<file path="config.mk">
export PLATFORM = sky130hd
export DESIGN_NAME = audio_chunk_packer
export DESIGN_NICKNAME = d
export VERILOG_FILES = /design/src/rtl/audio_chunk_packer.sv
export SDC_FILE = /design/constraint.sdc
export NUM_CORES = 1
export LEC_CHECK = 0
export CORE_ASPECT_RATIO = 0.6
export CORE_MARGIN = 5
export CORE_UTILIZATION = 42
export CTS_CLUSTER_DIAMETER = 150
export DETAILED_ROUTE_END_ITERATION = 10
export HOLD_SLACK_MARGIN = 0.02
export PLACE_DENSITY = 0.71
export SLEW_MARGIN = 20
export SYNTH_ARGS = -nofsm -noshare
export SYNTH_HDL_FRONTEND = slang
export SYNTH_SLANG_ARGS = --single-unit
</file>
<file path="constraint.sdc">
create_clock -name clk_in -period 2.1 [get_ports clk_in]
set_input_delay 0.315 -clock clk_in [delete_from_list [all_inputs] [get_ports clk_in]]
set_output_delay 0.315 -clock clk_in [all_outputs]
set_load 0.01 [all_outputs]
</file>
<file path="src/rtl/audio_chunk_packer.sv">
// audio_chunk_packer
// AXI-Stream width up-converter for the audio capture path. Packs N = OUT_W/IN_W
// input words into one OUT_W phrase, least-significant word first. With
// FLUSH_ON_LAST set, tlast closes a phrase early; the unfilled slots are
// PAD_VALUE and tkeep marks the slots that hold real words.
//
// Handshake semantics (both ports): a beat transfers on a rising clk_in edge
// where tvalid and tready are both high. A source never drops tvalid or changes
// its payload until the beat transfers. audio_tready depends only on registered
// state, audio_chunk_tready and audio_tlast, never on audio_tvalid.
// audio_chunk_tdata/tkeep/tlast hold steady while audio_chunk_tvalid is high
// and audio_chunk_tready is low.
module audio_chunk_packer #(
  parameter int               IN_W          = 16,
  parameter int               OUT_W         = 128,
  parameter bit               FLUSH_ON_LAST = 1'b1,
  parameter logic [IN_W-1:0]  PAD_VALUE     = '0,
  localparam int              N             = OUT_W / IN_W,
  localparam int              CW            = $clog2(N) + 1
) (
  input  logic              clk_in,
  input  logic              rst_n_in,
  input  logic              audio_tvalid,
  output logic              audio_tready,
  input  logic [IN_W-1:0]   audio_tdata,
  input  logic              audio_tlast,
  output logic              audio_chunk_tvalid,
  input  logic              audio_chunk_tready,
  output logic [OUT_W-1:0]  audio_chunk_tdata,
  output logic [N-1:0]      audio_chunk_tkeep,
  output logic              audio_chunk_tlast,
  output logic [CW-1:0]     words_pending
);

  localparam logic [CW-1:0] LAST_IDX = CW'(N - 1);

  // Assembly state: words collected so far for the phrase being built.
  logic [CW-1:0]   count;
  logic [IN_W-1:0] asm_q [N];
  logic            last_seen_q;

  // One-deep output register.
  logic             out_valid_q;
  logic [OUT_W-1:0] out_data_q;
  logic [N-1:0]     out_keep_q;
  logic             out_last_q;

  // Handshake and phrase-building terms.
  logic             at_last_slot;
  logic             closes;
  logic             accept_in;
  logic             accept_out;
  logic             completing;
  logic [OUT_W-1:0] phrase_data;
  logic [N-1:0]     phrase_keep;
  logic             phrase_last;

  // A word closes the phrase when it fills the last slot or (flush mode) carries tlast.
  assign at_last_slot = (count == LAST_IDX);
  assign closes       = at_last_slot | (FLUSH_ON_LAST & audio_tlast);

  // Only a closing word needs room in the output register; other words are never stalled.
  assign audio_tready = ~out_valid_q | audio_chunk_tready | ~closes;
  assign accept_in    = audio_tvalid & audio_tready;
  assign completing   = accept_in & closes;
  assign accept_out   = out_valid_q & audio_chunk_tready;

  // Build the phrase as it would look if the current word closed it.
  always_comb begin
    phrase_data = '0;
    phrase_keep = '0;
    phrase_last = 1'b0;
    for (int i = 0; i < N; i++) begin
      if (CW'(i) < count) begin
        phrase_data[i*IN_W +: IN_W] = asm_q[i];
        phrase_keep[i]              = 1'b1;
      end else if (CW'(i) == count) begin
        phrase_data[i*IN_W +: IN_W] = audio_tdata;
        phrase_keep[i]              = 1'b1;
      end else begin
        phrase_data[i*IN_W +: IN_W] = PAD_VALUE;
      end
    end
    // Without early flush a phrase ends a packet if any of its words carried tlast.
    phrase_last = FLUSH_ON_LAST ? audio_tlast : (last_seen_q | audio_tlast);
  end

  // Assembly register: store non-closing words, clear when a phrase is handed off.
  always_ff @(posedge clk_in or negedge rst_n_in) begin
    if (!rst_n_in) begin
      count       <= '0;
      last_seen_q <= 1'b0;
      for (int i = 0; i < N; i++) asm_q[i] <= '0;
    end else if (completing) begin
      count       <= '0;
      last_seen_q <= 1'b0;
      for (int i = 0; i < N; i++) asm_q[i] <= '0;
    end else if (accept_in) begin
      for (int i = 0; i < N; i++) begin
        if (CW'(i) == count) asm_q[i] <= audio_tdata;
      end
      count       <= count + CW'(1);
      last_seen_q <= last_seen_q | audio_tlast;
    end
  end

  // Output register: load on completion (even while draining the previous phrase), else clear on accept.
  always_ff @(posedge clk_in or negedge rst_n_in) begin
    if (!rst_n_in) begin
      out_valid_q <= 1'b0;
      out_data_q  <= '0;
      out_keep_q  <= '0;
      out_last_q  <= 1'b0;
    end else if (completing) begin
      out_valid_q <= 1'b1;
      out_data_q  <= phrase_data;
      out_keep_q  <= phrase_keep;
      out_last_q  <= phrase_last;
    end else if (accept_out) begin
      out_valid_q <= 1'b0;
    end
  end

  assign audio_chunk_tvalid = out_valid_q;
  assign audio_chunk_tdata  = out_data_q;
  assign audio_chunk_tkeep  = out_keep_q;
  assign audio_chunk_tlast  = out_last_q;
  assign words_pending      = count;

endmodule

</file>
# Yosys cells after proc, flatten, opt, wreduce, memory -nomap -nowiden
# Index checks and enable logic that the tools add are counted.
# Widths: inputs -> output; s select.
totals:
  reg_bits: 270
  in_bits: 21
  out_inout_bits: 143
  elab_cells: 103
classes:
  add_sub_neg: 1
  magnitude_cmp: 8
  eq_ne: 8
  mux: 46
  n_bitwise: 8
  reduce_logical: 19
ops:
  columns: ["operator", "count"]
  rows:
  - ["$mux 16", 24]
  - ["$mux 128", 2]
  - ["$reduce_bool 2->1", 10]
  - ["$mux 1", 18]
  - ["$eq 3x4->1 const A", 4]
  - ["$lt 3x4->1 const A", 4]
  - ["$reduce_and 2->1", 8]
  - ["$eq 2x4->1 const A", 2]
  - ["$lt 1x4->1 const A", 2]
  - ["$lt 2x4->1 const A", 2]
  - ["$mux 4", 2]
  - ["$add 4x1->4 const B", 1]
  - ["$eq 1x4->1 const A", 1]
  - ["$eq 4x3->1 const B", 1]
  - ["$logic_not 4->1", 1]
  - ["$and 1x1->1", 3]
  - ["$or 1x1->1", 3]
  - ["$not 1->1", 2]

# Depth between registers and ports, before layout
logic_depth:
  depth_word: 8
  ltp_mapped: 10
  mapped_depth_nobuf: 6

# Worst setup path before layout
# Ideal clock, no wire load.
synth_timing:
  path_type: "reg-to-reg"
  from: "reg count[1], in the netlist words_pending[1]"
  to: "reg asm_q[54] in the netlist's numbering"
  setup_time_ps: 130
  t_arrival_ps: 2249
  t_required_ps: 1970
  setup_slack_ps: -278
  stages_incl_launch_ff: 10
  n_path_buf: 4
  period_less_slack_ps: 2378
  cell_sequence: "dfrtp_1 -> buf_2 -> inv_1 -> clkbuf_1 -> ha_1 -> clkbuf_1 -> nand3b_1 -> clkbuf_1 -> a22oi_1 -> o2bb2ai_1"
synth_between:
  elab_chain_cells: 8
  elab_cells_between_ends: 11
  cone_classes: "eq/ne (2); mux (1); bitwise (5); reduce/logical (3)"
synth_lines:
  columns: ["item", "line_no", "source"]
  rows:
  - ["start: declaration", "38", "logic [CW-1:0] count;"]
  - ["start signal: assignment", "102", "count <= count + CW'(1);"]
  - ["$eq 4x3->1", "59", "assign at_last_slot = (count == LAST_IDX);"]
  - ["$or 1x1->1", "60", "assign closes = at_last_slot | (FLUSH_ON_LAST & audio_tlast);"]
  - ["$not 1->1", "63", "assign audio_tready = ~out_valid_q | audio_chunk_tready | ~closes;"]
  - ["$or 1x1->1", "63", null]
  - ["$and 1x1->1", "64", "assign accept_in = audio_tvalid & audio_tready;"]
  - ["$and 1x1->1", "65", "assign completing = accept_in & closes;"]
  - ["$reduce_bool 2->1 (no source line)", null, null]
  - ["$reduce_and 2->1 (no source line)", null, null]
  - ["end signal: indexed assignment", "100", "if (CW'(i) == count) asm_q[i] <= audio_tdata;"]
  - ["end: declaration", "39", "logic [IN_W-1:0] asm_q [N];"]
# Parallel ways exist; a longest one is shown, timed or not.
# A chain may end at the register's enable or synchronous reset.

# Final worst setup path
layout_timing:
  from: "reg count[2], in the netlist words_pending[2]"
  to: "out words_pending[2]"
layout_rtl:
  columns: ["item", "line_no", "source"]
  rows:
  - ["end: declaration", "32", "output logic [CW-1:0] words_pending"]
# No word-level cell between the ends.

==> results.md <==
- Outcome: finished clean
- Synthesis-stage register bit count: 270
- Netlist Area Pre-Place: 0.0119 mm2
- CTS Buf Count: 25
- Commonest register cell after synthesis: dfrtp_1
- Hold WC Path Type: in -> async
- Metal3 WL: 3070 um
- Area growth from synthesis to layout: 28.0%
- Synth top area cells: dfrtp_1 (57%), a31oi_1 (5.2%), nor2_1 (4.8%), mux2i_1 (4.0%), nand2_1 (3.4%)
- Met2 Wirelength: 16300 um
- IO Pins: 164
- Dpl ws: -0.0919 ns
- CP Launch Point: words_pending[2]
- Crit Path Class: reg -> out
- CP arrival: 1.73 ns
- Number of global-route vias before repair: 9755
- Number of max-cap violations: 0
- PortBufs: 163
- Post-DRT Antenna Nets: 0
- Seq/Total Area, Yosys: 56.8%
- Iteration-0 DRC count of the detailed router: 1048
- Ant diodes: 0
- Initial antenna violation count: 0
- DR top layer: met4
- Slowest cell on crit path: clkdlybuf4s50_1
- Placed cell areas: 0.0144 mm2
- CP bufs+invs: 2
- CP required: 1.78 ns
- Skew final: 0.0235 ns
- Fin crit share: 97.4%
- Detailed Place HPWL: 24000 um
- Critical R2R Launch: words_pending[0]
- Mean Syn Cell Area: 10.1 um2
- Yosys top cell area share: 56.8%
- Fin nets: 1362
- Detailed-route via count: 10006
- CP Capture Type: output pin
- Critical Path, Cell by Cell: buf_4, clkdlybuf4s50_1
- Cell variety after synth: 47
- Share of cells above drive strength 1: 11.2%
- Final Hold Viols: 0
- Most frequent cell after synthesis: dfrtp_1
- RSZ-0062 raised after global routing: no
- Routed metal-1 wire length: 16900 um
- FP Rows: 47
- DR DRC count: 0
- Worst-path maximum fanout: 7
- Syn. warnings: 0
- Post-layout min period: 2.05 ns
- Drt first pass iters: 5
- Syn_nets: 1199
- Post-route cell area: 0.0152 mm2
- Worst slew pin tran: 0.687 ns
- Max IR drop VDD: 0.503 mV
- Worst setup margin: 0.0548 ns
- Die area: 0.0319 mm2
- Routed wire per std cell: 21.6 um
- Clock transition at the registers of the reported paths: 0.06 ns
- Core area: 0.0278 mm2
- PD cells: 978 mW/mm2
- First-pass GRT wire length: 58500 um
- Total grt overflow: 0
- Drt via density: 5.81
- Die height: 140 um
- R2R Setup Slk: 0.19 ns
- Leak: 6.63 nW
- Yosys top cell by area: dfrtp_1
- Global Route Usage Sum: 23.0%
- Sink Count: 270
- Largest net degree at the start of global routing: 71
- Clk Latency, worst-skew pair: 0.54 ns
- Post-synthesis instance total: 1174
- Clk root buf: clkbuf_16
- Initial Utilization: 42.9%
- Post-synth ARST share: 100%
- Synth cell count leaders: dfrtp_1 (270), nor2_1 (152), nand2_1 (108)
- Critical Path Start Type: flip-flop
- Post-synth EDFFs: 0
- Slew Viols, Final: 0
- Kind of cell adding the most delay to the critical path: buffers and inverters
- Max-slew headroom: 54.2%
- RePlAce Congestion: 0.832
- CP max stage delay: 0.55 ns
- H-tree depth: 1
- WL final: 37100 um
- Bufs on Longest Clock Path: 3
- Finish-stage setup viols: 0
- CTS tree: done
- Fmax: 489 MHz
- Die width: 227 um
[state kept, by name, indices dropped and copies added, names as in the netlist]
signal,cells
asm_q,128
audio_chunk_tdata,128
audio_chunk_tkeep,8
audio_chunk_tlast,1
audio_chunk_tvalid,1
words_pending,4
[final cells by class]
class,instances,area [um2]
clock inverter,5,50.0
multi-input combinational,780,4620
tap,367,459
inverter,5,18.8
clock buffer,39,758
timing repair buffer,255,2560
sequential,270,6760
fill,2430,12500
[layer usage]
metal  track usage (%)  vias to the layer above
met1              34.5                     5030
met5                 0                        -
li1                  -                     4525
met4              4.94                        0
met2              33.6                      397
met3              6.27                       54
[placed cells by master, fill, tap and decap left out, types with 5 or more instances in the layout]
| master | instances |
|---|---|
| a21oi_1 | 41 |
| a22o_1 | 46 |
| a22oi_1 | 31 |
| a31oi_1 | 98 |
| a32oi_1 | 9 |
| and2_1 | 17 |
| buf_12 | 18 |
| buf_4 | 71 |
| clkbuf_1 | 6 |
| clkbuf_16 | 25 |
| clkbuf_8 | 8 |
| clkdlybuf4s50_1 | 160 |
| dfrtp_1 | 267 |
| inv_1 | 5 |
| mux2i_1 | 48 |
| nand2_1 | 107 |
| nand3_1 | 64 |
| nand4_1 | 9 |
| nor2_1 | 151 |
| nor3b_1 | 7 |
| o21ai_0 | 71 |
| o2bb2ai_1 | 33 |
[report_power, final]
group          leakage (nW)  switching (mW)  internal (mW)
clock network         0.402            1.99           2.59
logic                  2.76            1.96           1.81
registers              3.47           0.588           5.97
[path summary, 6_finish.rpt]
check	to	cells past startpoint
worst max-delay path	words_pending[2]	2
worst min-delay path	asm_q[101]	2
worst max register to register	audio_chunk_tdata[34]	5
worst min register to register	audio_chunk_tkeep[0]	1
max in group asynchronous	asm_q[81]	3
min in group clk_in	audio_chunk_tkeep[0]	1
[metrics by stage]
step / util [%] / cells / hold slack (ns) / power (mW) / setup TNS (ns)
2_1_floorplan: - / 1174 / 0.0194 / 8.31 / 0
3_3_place_gp: 51.8 / 1672 / 0.248 / 10.3 / 0
3_5_place_dp: 51.8 / 1672 / 0.241 / 10.4 / -2.04
4_1_cts: 54.8 / 1721 / 0.287 / 15.0 / 0
5_1_grt: 54.9 / 1721 / 0.306 / 15.6 / 0
6_report: 54.9 / 1721 / 0.280 / 14.9 / 0
[cells by family after synthesis]
family	count (synthesis)	synth area share, %
AOI/OAI and AO/OA	340	19.2
adders and majority gates	4	0.421
buffers and inverters	124	4.66
DFF	270	56.8
muxes	50	4.23
and+or+nand+nor	386	14.7
[repair_timing]
item / CTS / global route
endpoints found under the setup margin: 3 / 18
buffers inserted: 4 / 0
gates resized for setup: 4 / 4
hold buffers: 1 / 0
hold endpoints to repair: 36 / 0
(Power assumes the default switching activity.)
